--- src/rtl/countdown_timer_ctrl_pkg.sv ---
// Shared types and constants for the countdown timer controller and its digit chain.
package countdown_timer_ctrl_pkg;

    localparam int NIBBLE_W = 4;
    localparam logic [NIBBLE_W-1:0] BCD_MAX = 4'd9;

    typedef enum logic [2:0] {
        IDLE  = 3'd0,
        LOAD  = 3'd1,
        RUN   = 3'd2,
        PAUSE = 3'd3,
        DONE  = 3'd4
    } state_t;

endpackage

--- src/rtl/countdown_timer_ctrl_if.sv ---
// Bus between game control, the timer controller and the cascaded BCD digits.
interface countdown_timer_ctrl_if
    import countdown_timer_ctrl_pkg::*;
#(
    parameter int N_DIGITS = 4
);

    logic                         load;
    logic [NIBBLE_W*N_DIGITS-1:0] load_value;
    logic                         start;
    logic                         stop;
    logic [NIBBLE_W*N_DIGITS-1:0] digit_value;
    logic [N_DIGITS-1:0]          digit_borrow_req;
    logic                         digit0_timeout;
    logic                         digit_load;
    logic [NIBBLE_W*N_DIGITS-1:0] digit_bin;
    logic [N_DIGITS-1:0]          digit_dec;
    logic [N_DIGITS-1:0]          digit_borrow_disable;
    logic                         running;
    logic                         done;
    logic                         done_pulse;

    modport slave (
        input  load, load_value, start, stop,
        input  digit_value, digit_borrow_req, digit0_timeout,
        output digit_load, digit_bin, digit_dec, digit_borrow_disable,
        output running, done, done_pulse
    );

    modport master (
        output load, load_value, start, stop,
        output digit_value, digit_borrow_req, digit0_timeout,
        input  digit_load, digit_bin, digit_dec, digit_borrow_disable,
        input  running, done, done_pulse
    );

endinterface

--- src/rtl/countdown_timer_ctrl_tick_prescaler.sv ---
// Free-running divider that emits one tick every TICK_DIV enabled cycles and holds while disabled.
module tick_prescaler
    import countdown_timer_ctrl_pkg::*;
#(
    parameter int TICK_DIV = 50000000,
    parameter int DIV_W    = 26
) (
    input  logic clk,
    input  logic rst,
    input  logic enable_i,
    input  logic clear_i,
    output logic tick_o
);

    localparam logic [DIV_W-1:0] LAST = DIV_W'(TICK_DIV - 1);

    logic [DIV_W-1:0] count_q;

    assign tick_o = enable_i && (count_q == LAST);

    always_ff @(posedge clk) begin
        if (!rst) begin
            count_q <= '0;
        end else if (clear_i) begin
            count_q <= '0;
        end else if (enable_i) begin
            if (count_q == LAST) begin
                count_q <= '0;
            end else begin
                count_q <= count_q + 1'b1;
            end
        end
    end

endmodule

--- src/rtl/countdown_timer_ctrl.sv ---
// Control end of the BCD countdown chain: run/pause/done FSM, decrement prescaler,
// borrow forwarding between digits and borrow inhibit for the leading zeros.
module countdown_timer_ctrl
    import countdown_timer_ctrl_pkg::*;
#(
    parameter int N_DIGITS = 4,
    parameter int TICK_DIV = 50000000,
    parameter int DIV_W    = 26
) (
    input  logic                   clk,
    input  logic                   rst,
    countdown_timer_ctrl_if.slave  bus
);

    state_t                       state_q, state_d;
    logic [NIBBLE_W*N_DIGITS-1:0] digitBin_q;
    logic                         digitLoad_q;
    logic                         running_q;
    logic                         done_q;
    logic                         donePulse_q;
    logic                         prescEnable;
    logic                         tick;
    logic [N_DIGITS-1:0]          digitDec;
    logic [N_DIGITS-1:0]          borrowDisable;

    // Time-out beats a tick in the same cycle, and stop suppresses that cycle's tick.
    assign prescEnable = (state_q == RUN) && !bus.load && !bus.stop && !bus.digit0_timeout;

    tick_prescaler #(
        .TICK_DIV (TICK_DIV),
        .DIV_W    (DIV_W)
    ) u_prescaler (
        .clk      (clk),
        .rst      (rst),
        .enable_i (prescEnable),
        .clear_i  (bus.load),
        .tick_o   (tick)
    );

    always_comb begin
        state_d = state_q;
        if (bus.load) begin
            state_d = LOAD;
        end else begin
            case (state_q)
                LOAD:    state_d = IDLE;
                IDLE:    if (bus.start) state_d = RUN;
                RUN:     if (bus.stop) state_d = PAUSE;
                         else if (bus.digit0_timeout) state_d = DONE;
                PAUSE:   if (!bus.stop && bus.start) state_d = RUN;
                DONE:    state_d = DONE;
                default: state_d = IDLE;
            endcase
        end
    end

    always_ff @(posedge clk) begin
        if (!rst) begin
            state_q     <= IDLE;
            digitBin_q  <= '0;
            digitLoad_q <= 1'b0;
            running_q   <= 1'b0;
            done_q      <= 1'b0;
            donePulse_q <= 1'b0;
        end else begin
            state_q     <= state_d;
            if (bus.load) begin
                digitBin_q <= bus.load_value;
            end
            digitLoad_q <= (state_d == LOAD);
            running_q   <= (state_d == RUN);
            done_q      <= (state_d == DONE);
            donePulse_q <= (state_q == RUN) && (state_d == DONE);
        end
    end

    // Each digit's borrow request becomes the next digit's decrement, one cycle of ripple per stage.
    always_comb begin
        digitDec    = '0;
        digitDec[0] = tick;
        if (state_q != LOAD) begin
            for (int i = 1; i < N_DIGITS; i++) begin
                digitDec[i] = bus.digit_borrow_req[i-1];
            end
        end
    end

    always_comb begin
        borrowDisable = '1;
        for (int i = 0; i < N_DIGITS; i++) begin
            for (int j = i + 1; j < N_DIGITS; j++) begin
                if (bus.digit_value[j*NIBBLE_W +: NIBBLE_W] != '0) begin
                    borrowDisable[i] = 1'b0;
                end
            end
        end
    end

    assign bus.digit_load           = digitLoad_q;
    assign bus.digit_bin            = digitBin_q;
    assign bus.digit_dec            = digitDec;
    assign bus.digit_borrow_disable = borrowDisable;
    assign bus.running              = running_q;
    assign bus.done                 = done_q;
    assign bus.done_pulse           = donePulse_q;

endmodule

--- src/flat_wrapper.sv ---
// flat-port wrapper written by rule: the top's interface ports become plain ports
module countdown_timer_ctrl_flat import countdown_timer_ctrl_pkg::*;
#(
    parameter int N_DIGITS = 4,
    parameter int TICK_DIV = 50000000,
    parameter int DIV_W    = 26
)
  (clk, rst, bus_load, bus_load_value, bus_start, bus_stop, bus_digit_value, bus_digit_borrow_req, bus_digit0_timeout, bus_digit_load, bus_digit_bin, bus_digit_dec, bus_digit_borrow_disable, bus_running, bus_done, bus_done_pulse);
  countdown_timer_ctrl_if #(.N_DIGITS(N_DIGITS)) bus_i ();
  input  logic clk;
  input  logic rst;
  input wire logic [$bits(bus_i.load)-1:0] bus_load;
  input wire logic [$bits(bus_i.load_value)-1:0] bus_load_value;
  input wire logic [$bits(bus_i.start)-1:0] bus_start;
  input wire logic [$bits(bus_i.stop)-1:0] bus_stop;
  input wire logic [$bits(bus_i.digit_value)-1:0] bus_digit_value;
  input wire logic [$bits(bus_i.digit_borrow_req)-1:0] bus_digit_borrow_req;
  input wire logic [$bits(bus_i.digit0_timeout)-1:0] bus_digit0_timeout;
  output wire logic [$bits(bus_i.digit_load)-1:0] bus_digit_load;
  output wire logic [$bits(bus_i.digit_bin)-1:0] bus_digit_bin;
  output wire logic [$bits(bus_i.digit_dec)-1:0] bus_digit_dec;
  output wire logic [$bits(bus_i.digit_borrow_disable)-1:0] bus_digit_borrow_disable;
  output wire logic [$bits(bus_i.running)-1:0] bus_running;
  output wire logic [$bits(bus_i.done)-1:0] bus_done;
  output wire logic [$bits(bus_i.done_pulse)-1:0] bus_done_pulse;
  assign bus_i.load = bus_load;
  assign bus_i.load_value = bus_load_value;
  assign bus_i.start = bus_start;
  assign bus_i.stop = bus_stop;
  assign bus_i.digit_value = bus_digit_value;
  assign bus_i.digit_borrow_req = bus_digit_borrow_req;
  assign bus_i.digit0_timeout = bus_digit0_timeout;
  assign bus_digit_load = bus_i.digit_load;
  assign bus_digit_bin = bus_i.digit_bin;
  assign bus_digit_dec = bus_i.digit_dec;
  assign bus_digit_borrow_disable = bus_i.digit_borrow_disable;
  assign bus_running = bus_i.running;
  assign bus_done = bus_i.done;
  assign bus_done_pulse = bus_i.done_pulse;
  countdown_timer_ctrl #(.N_DIGITS(N_DIGITS), .TICK_DIV(TICK_DIV), .DIV_W(DIV_W)) u_core (.clk(clk), .rst(rst), .bus(bus_i));
endmodule
--- config.mk ---
export PLATFORM = sky130hd
export DESIGN_NAME = countdown_timer_ctrl_flat
export DESIGN_NICKNAME = d
export VERILOG_FILES = /design/src/rtl/countdown_timer_ctrl_pkg.sv /design/src/rtl/countdown_timer_ctrl_if.sv /design/src/rtl/countdown_timer_ctrl_tick_prescaler.sv /design/src/rtl/countdown_timer_ctrl.sv /design/src/flat_wrapper.sv
export SDC_FILE = /design/constraint.sdc
export NUM_CORES = 1
export LEC_CHECK = 0
export CELL_PAD_IN_SITES_DETAIL_PLACEMENT = 1
export CELL_PAD_IN_SITES_GLOBAL_PLACEMENT = 1
export CORE_MARGIN = 4
export CORE_UTILIZATION = 37
export CTS_CLUSTER_SIZE = 16
export DETAILED_ROUTE_END_ITERATION = 7
export PLACE_DENSITY_LB_ADDON = 0.1
export SLEW_MARGIN = 20
export SYNTH_ARGS = -nofsm -noshare
export SYNTH_HDL_FRONTEND = slang
export SYNTH_SLANG_ARGS = --single-unit
export TNS_END_PERCENT = 1
--- constraint.sdc ---
create_clock -name clk -period 5.7 [get_ports clk]
set_clock_uncertainty 0.2 [all_clocks]
set_input_delay 1.14 -clock clk [delete_from_list [all_inputs] [get_ports clk]]
set_output_delay 1.14 -clock clk [all_outputs]
set_load 0.02 [all_outputs]
==> results of run 1 <==
## cell usage after synthesis, types with 2 or more instances
| master | instances | area [um^2] |
|---|---|---|
| clkbuf_1 | 3 | 11.26 |
| o21a_1 | 2 | 15.01 |
| nor2b_1 | 19 | 118.9 |
| or3_1 | 3 | 18.77 |
| nand4_1 | 11 | 68.82 |
| inv_1 | 5 | 18.77 |
| or4_1 | 3 | 22.52 |
| nand2_1 | 17 | 63.81 |
| nor2_1 | 26 | 97.59 |
| nor4_1 | 11 | 68.82 |
| buf_6 | 2 | 22.52 |
| xnor2_1 | 10 | 87.58 |
| o31ai_1 | 2 | 15.01 |
| dfxtp_1 | 49 | 980.9 |
| xor2_1 | 11 | 96.34 |
| and4_1 | 3 | 26.28 |
| buf_4 | 2 | 15.01 |
| nor4b_1 | 5 | 43.79 |
| nor3_1 | 3 | 15.01 |
| and3_1 | 2 | 12.51 |
| nand3_1 | 8 | 40.04 |
| nor2_2 | 2 | 12.51 |
| and2_1 | 3 | 18.77 |
| mux2i_1 | 16 | 160.2 |
| a21oi_1 | 6 | 30.03 |
## power groups by stage
| stage | Combinational (mW) | Clock [mW] | Sequential [mW] |
|---|---|---|---|
| floorplan | 0.0308 | 0 | 0.371 |
| global placement | 0.0865 | 0 | 0.363 |
| detailed placement | 0.0873 | 0 | 0.363 |
| CTS | 0.0879 | 0.304 | 0.356 |
| global route | 0.0932 | 0.321 | 0.357 |
| finish | 0.0865 | 0.296 | 0.355 |
## flip-flops by register name, summed over array words and instances, names as in the netlist
register,count
u_core.u_prescaler.count_q,26
u_core.bus.digit_bin,16
u_core.state_q,3
u_core.bus.digit_load,1
u_core.bus.done,1
u_core.bus.done_pulse,1
u_core.bus.running,1
## kinds of logic after synthesis
kind of cell	after synthesis
buf+inv	14
xor+xnor	21
fa+ha+maj	1
flops	49
compound gates	15
simple gates	124
other cells	1
mux	16
## per-layer routing
layer	track usage (%)	up-vias	part of all wire, %
met5	0	-	0
met4	3.885	0	0.84
met3	5.572	5	6.1
met2	26.84	55	47
met1	19.91	912	46
li1	-	971	-
## worst register-to-register path, cell delays in order (launching register included)
cell and delay (ps):
dfxtp_1 380, or4bb_1 540, or4_1 510, o21bai_2 690, nor2_1 130
## path summary, 6_finish.rpt
path / start / endpoint
max: bus_load / bus_digit_dec[0]
min: u_core.u_prescaler.count_q[23] / u_core.u_prescaler.count_q[23]
max reg2reg: u_core.u_prescaler.count_q[16] / u_core.u_prescaler.count_q[5]
min reg2reg: u_core.u_prescaler.count_q[23] / u_core.u_prescaler.count_q[23]
## stage by stage
step	instances	power (mW)	hold WS, ps	cell area (um^2)	utilization, %
finish	379	0.7376	313.3	3047	51.76
global route	379	0.7707	351.3	3047	51.76
CTS	379	0.7479	317.3	3047	51.76
detailed placement	371	0.4506	290.8	2913	49.49
global placement	371	0.4495	286.6	2913	49.49
floorplan	241	0.4020	266.9	2238	-
## area by class of cell
class,count,share of cell area (%)
clock inverter,3,2.136
timing repair buffer,64,20.94
sequential,49,32.20
tap,75,3.080
clock buffer,5,2.259
inverter,5,0.6160
multi-input combinational,178,38.77
==> impl_metrics.py, run 1 <==
metrics = {
    "run_status": {
        "outcome": "completed",
    },
    "synthesis": {
        "synth.avg_cell_area_um2": 9.288,
        "synth_top_flop_cell": "dfxtp_1",
        "seq_area_frac_synth_pct": 43.82,
        "synth_top_family_by_area": "simple AND/OR/NAND/NOR gates",
        "syn-cell-area_um2": 2238,
        "synth_mux_area_share_pct": 7.155,
        "synth_xor_area_share_pct": 8.217,
        "synth_nets": 284,
        "synthSimpleGateAreaFrac_pct": 32.25,
        "yosys.area_share.adder_pct": 0.5590,
        "yosys_register_bits": 49,
        "synth_cell_type_count": 42,
        "synth_compound_area_share_pct": 4.416,
        "synth_edf_count": 0,
        "syn_inst": 241,
        "ys_warn_count": 0,
        "async_flop_share_pct": 0,
    },
    "placement": {
        "dp_worst_setup_slack_ps": 1076,
        "place_hpwl_mm": 4.193,
        "gp_congestion": 0.7115,
        "numPortBuffers": 63,
    },
    "floorplanning": {
        "die-area_um2": 7358,
        "rows": 28,
        "die_w_um": 85.78,
        "io_pins": 70,
        "die_h_um": 85.78,
        "start_util_pct": 38.03,
        "core_area_um2": 5886,
    },
    "critical_path": {
        "setup.worst_path.end_class": "output pin",
        "cp_num_cells": 6,
        "crit_type": "input port to output pin",
        "worstRegToRegCells": 4,
        "cp.buffers_inverters": 2,
        "worstPathRequired_ps": 4360,
        "slowest_delay_ps": 620,
        "reg2reg_slack_ps": 3120,
        "crit_fanout": 5,
        "cp.arrival_ps": 3300,
        "worstPathCellList": "clkdlybuf4s50_1 > nor4b_2 > and4_1 > nand2_1 > nor2_1 > clkdlybuf4s50_1",
        "cp_common_cell": "clkdlybuf4s50_1",
        "worst_setup_path_start_kind": "input port",
        "crit_slowest_cell": "clkdlybuf4s50_1",
        "crit_family": "simple AND/OR/NAND/NOR gates",
    },
    "power_and_ir_drop": {
        "power_switching_mw": 0.1632,
        "powerDensity_nw_per_um2": 242.1,
        "power_frac_clock_pct": 40.1,
        "swShare_pct": 22.13,
        "p_leak_nw": 1.043,
        "ir_worst_vdd_uv": 126.7,
        "p_int_mw": 0.5744,
        "power_frac_seq_pct": 48.2,
        "pwr-share-comb_pct": 11.7,
    },
    "grt": {
        "antenna_found_initial": 0,
        "gr-total-overflow": 0,
        "grt_pass1_wl_mm": 9.473,
        "grt_max_degree": 22,
        "first_global_vias": 2021,
        "grt_usage_pct": 16.07,
    },
    "timing": {
        "setup_ws_ps": 1056,
        "hold_viol": 0,
        "max_clock_freq_mhz": 215.3,
        "tns_ps": 0,
        "fin_crit_ps": 4644,
        "slew_headroom_pct": 45.08,
        "maxSlewViolCount": 0,
        "setup_viol": 0,
        "rsz0062_at_grt": "no",
        "worstMarginPinSlew_ps": 823.2,
        "period_share_pct": 81.48,
    },
    "routing": {
        "drt_iter0_markers": 74,
        "drt_first_pass_iters": 4,
        "drtAntennaViolNets": 0,
        "vias": 1943,
        "routed_wl_mm": 5.723,
        "drc": 0,
        "post_drt_wl_per_cell_um": 15.10,
        "routed_via_density": 5.127,
    },
    "cells_and_area": {
        "drive_above_1_share_pct": 5.592,
        "diodes": 0,
        "regArea_um2": 980.9,
        "final_nets": 346,
        "synthToLayoutAreaGrowth_pct": 36.11,
        "multiInputGateArea_um2": 1181,
        "fill_cells": 682,
        "final_cell_mix": "63 x clkdlybuf4s50_1, 49 x dfxtp_1, 26 x nor2_1, 19 x nor2b_1, 17 x nand2_1",
        "layout_commonest_cell": "clkdlybuf4s50_1",
    },
    "job": {
        "max_cap_viol_count": 0,
    },
    "clock_tree": {
        "cts_sinks": 49,
        "cts.clk_slew.worst_paths_ps": 90,
        "cts_resized": 0,
        "cts_tree": "done",
        "ctsHoldBuffers": 0,
        "htreeDepth": 2,
        "cts_made_buffers": 5,
        "cts_buffer_depth": 2,
        "clk_latency_ps": 300,
        "cts_setup_buffers": 0,
        "cts-root-buf": "clkbuf_8",
    },
    "hold_path": {
        "hold_path.class": "flip-flop to flip-flop",
        "holdPathStages": 2,
    },
}
Note: power is estimated with default switching activity, not from simulation.
==> run 2: changes to the inputs <==
CORE_UTILIZATION = 31   (was 37)
clock period = 4.1 ns   (was 5.7 ns; I/O delays follow)
==> run 2 against run 1 <==
Against the previous run:
- first-iteration DRC count down 65%
- largest power group unchanged
- clock power increased by 24%
- worst setup slack worse by 690 ps
- register-to-register slack worse by 1500 ps
- critical path type unchanged
- die area grew 17%
==> impl_metrics.py, run 2 (same netlist as run 1, synthesis figures left out) <==
metrics = {
    "run_status": {
        "outcome": "completed",
    },
    "floorplanning": {
        "die_h_um": 92.98,
        "die-area_um2": 8644,
        "rows": 30,
        "start_util_pct": 32.41,
        "die_w_um": 92.98,
        "io_pins": 70,
        "core_area_um2": 6907,
    },
    "placement": {
        "numPortBuffers": 63,
        "dpl_cell_area_um2": 2984,
        "gp_congestion": 0.7160,
        "dp_worst_setup_slack_ps": 343.7,
        "placedCellCount": 398,
        "place_hpwl_mm": 4.339,
    },
    "cells_and_area": {
        "synthToLayoutAreaGrowth_pct": 38.68,
        "diodes": 0,
        "final_cell_mix": "63 x clkdlybuf4s50_1, 49 x dfxtp_1, 26 x nor2_1, 19 x nor2b_1, 17 x nand2_1",
        "drive_above_1_share_pct": 7.419,
        "final_area_um2": 3104,
        "layout_commonest_cell": "clkdlybuf4s50_1",
        "largest_register_ffs": 26,
        "final_util_pct": 44.95,
        "regMostFlops": "u_core.u_prescaler.count_q",
        "stdcell_count": 406,
        "final_nets": 352,
    },
    "power_and_ir_drop": {
        "power_frac_clock_pct": 37.2,
        "powerDensity_nw_per_um2": 316.6,
        "p_int_mw": 0.7573,
        "p_total_mw": 0.9829,
        "p_leak_nw": 1.062,
        "power_frac_seq_pct": 50.3,
        "ir_worst_vdd_uv": 139.2,
        "power_switching_mw": 0.2256,
        "swShare_pct": 22.95,
        "pwr-share-comb_pct": 12.5,
    },
    "hold_path": {
        "hold_path.class": "flip-flop to flip-flop",
    },
    "routing": {
        "post_drt_wl_per_cell_um": 13.72,
        "routed_via_density": 4.805,
        "vias": 1951,
        "drt_iter0_markers": 26,
        "drtAntennaViolNets": 0,
        "drc": 0,
        "drt_first_pass_iters": 4,
        "routed_wl_mm": 5.569,
    },
    "grt": {
        "antenna_found_initial": 0,
        "grt_usage_pct": 13.77,
        "gr-total-overflow": 0,
        "grt_max_degree": 22,
        "first_global_vias": 2035,
        "grt_pass1_wl_mm": 9.604,
    },
    "clock_tree": {
        "cts_sinks": 49,
        "cts_made_buffers": 5,
        "cts.clk_slew.worst_paths_ps": 100,
        "clk_latency_ps": 310,
        "cts_resized": 0,
        "cts-root-buf": "clkbuf_8",
        "htreeDepth": 2,
        "cts_buffer_depth": 2,
        "cts_tree": "done",
        "ctsHoldBuffers": 0,
        "cts_setup_buffers": 0,
    },
    "timing": {
        "setup_ws_ps": 369.6,
        "fin_crit_ps": 3730,
        "max_clock_freq_mhz": 268.1,
        "slew_headroom_pct": 50.13,
        "rsz0062_at_grt": "no",
        "maxSlewViolCount": 0,
        "holdWs_ps": 311.0,
        "setup_viol": 0,
        "period_share_pct": 90.99,
        "hold_viol": 0,
        "worstMarginPinSlew_ps": 741.3,
        "tns_ps": 0,
    },
    "critical_path": {
        "crit_type": "input port to output pin",
        "worst_setup_path_start_kind": "input port",
        "reg2reg_slack_ps": 1660,
        "crit_fanout": 3,
        "cp.arrival_ps": 2710,
        "setup.worst_path.end_class": "output pin",
        "worstPathRequired_ps": 3080,
    },
    "job": {
        "max_cap_viol_count": 0,
    },
}
run 2: cell count changes in the layout (fill, tap and decap cells not counted):
cell / change
clkinvlp_4: +1
clkbuf_8: +1
bufinv_16: -1
clkinv_2: -1
buf_4: +6
run 2: critical path: stages:
cell and delay [ps]:
clkdlybuf4s50_1 430, nor4b_2 310, and4_1 290, nand2_1 120
nor2_1 130, clkdlybuf4s50_1 610
run 2: worst paths after layout:
check / start / cells past startpoint / end
setup / recovery: bus_load / 6 / bus_digit_dec[0]
hold / removal: u_core.u_prescaler.count_q[1] / 2 / u_core.u_prescaler.count_q[1]
setup reg to reg: u_core.state_q[0] / 5 / u_core.u_prescaler.count_q[8]
hold reg to reg: u_core.u_prescaler.count_q[1] / 2 / u_core.u_prescaler.count_q[1]
run 2: per-layer routing:
layer | vias to the layer above | track usage, % | wire length, um | share of wire (%)
li1 | 979 | - | - | -
met3 | 8 | 5.149 | 348 | 6.2
met1 | 928 | 16.76 | 2473 | 44
met5 | - | 0 | 0 | 0
met4 | 0 | 4.029 | 63 | 1.1
met2 | 36 | 22.68 | 2684 | 48
run 2: cell type report:
cell class	instances	area (um^2)
Inverter	5	18.77
Tap cell	96	120.1
Clock inverter	2	37.54
Clock buffer	6	82.58
Fill cell	809	3802
Sequential cell	49	980.9
Timing Repair Buffer	70	683.2
Multi-Input combinational cell	178	1181
run 2: power by group through the flow:
| stage | registers [mW] | clock network (mW) | logic [mW] |
|---|---|---|---|
| after floorplan | 0.516 | 0 | 0.0428 |
| after global placement | 0.505 | 0 | 0.124 |
| after detailed placement | 0.505 | 0 | 0.125 |
| after CTS | 0.494 | 0.384 | 0.125 |
| after global routing | 0.496 | 0.397 | 0.134 |
| final | 0.494 | 0.366 | 0.123 |
==> run 3: changes to the inputs <==
SKIP_CTS_REPAIR_TIMING = 1   (was default)
==> results of run 3 <==
The final DEF is identical to that of run 2; final timing and power are the same.
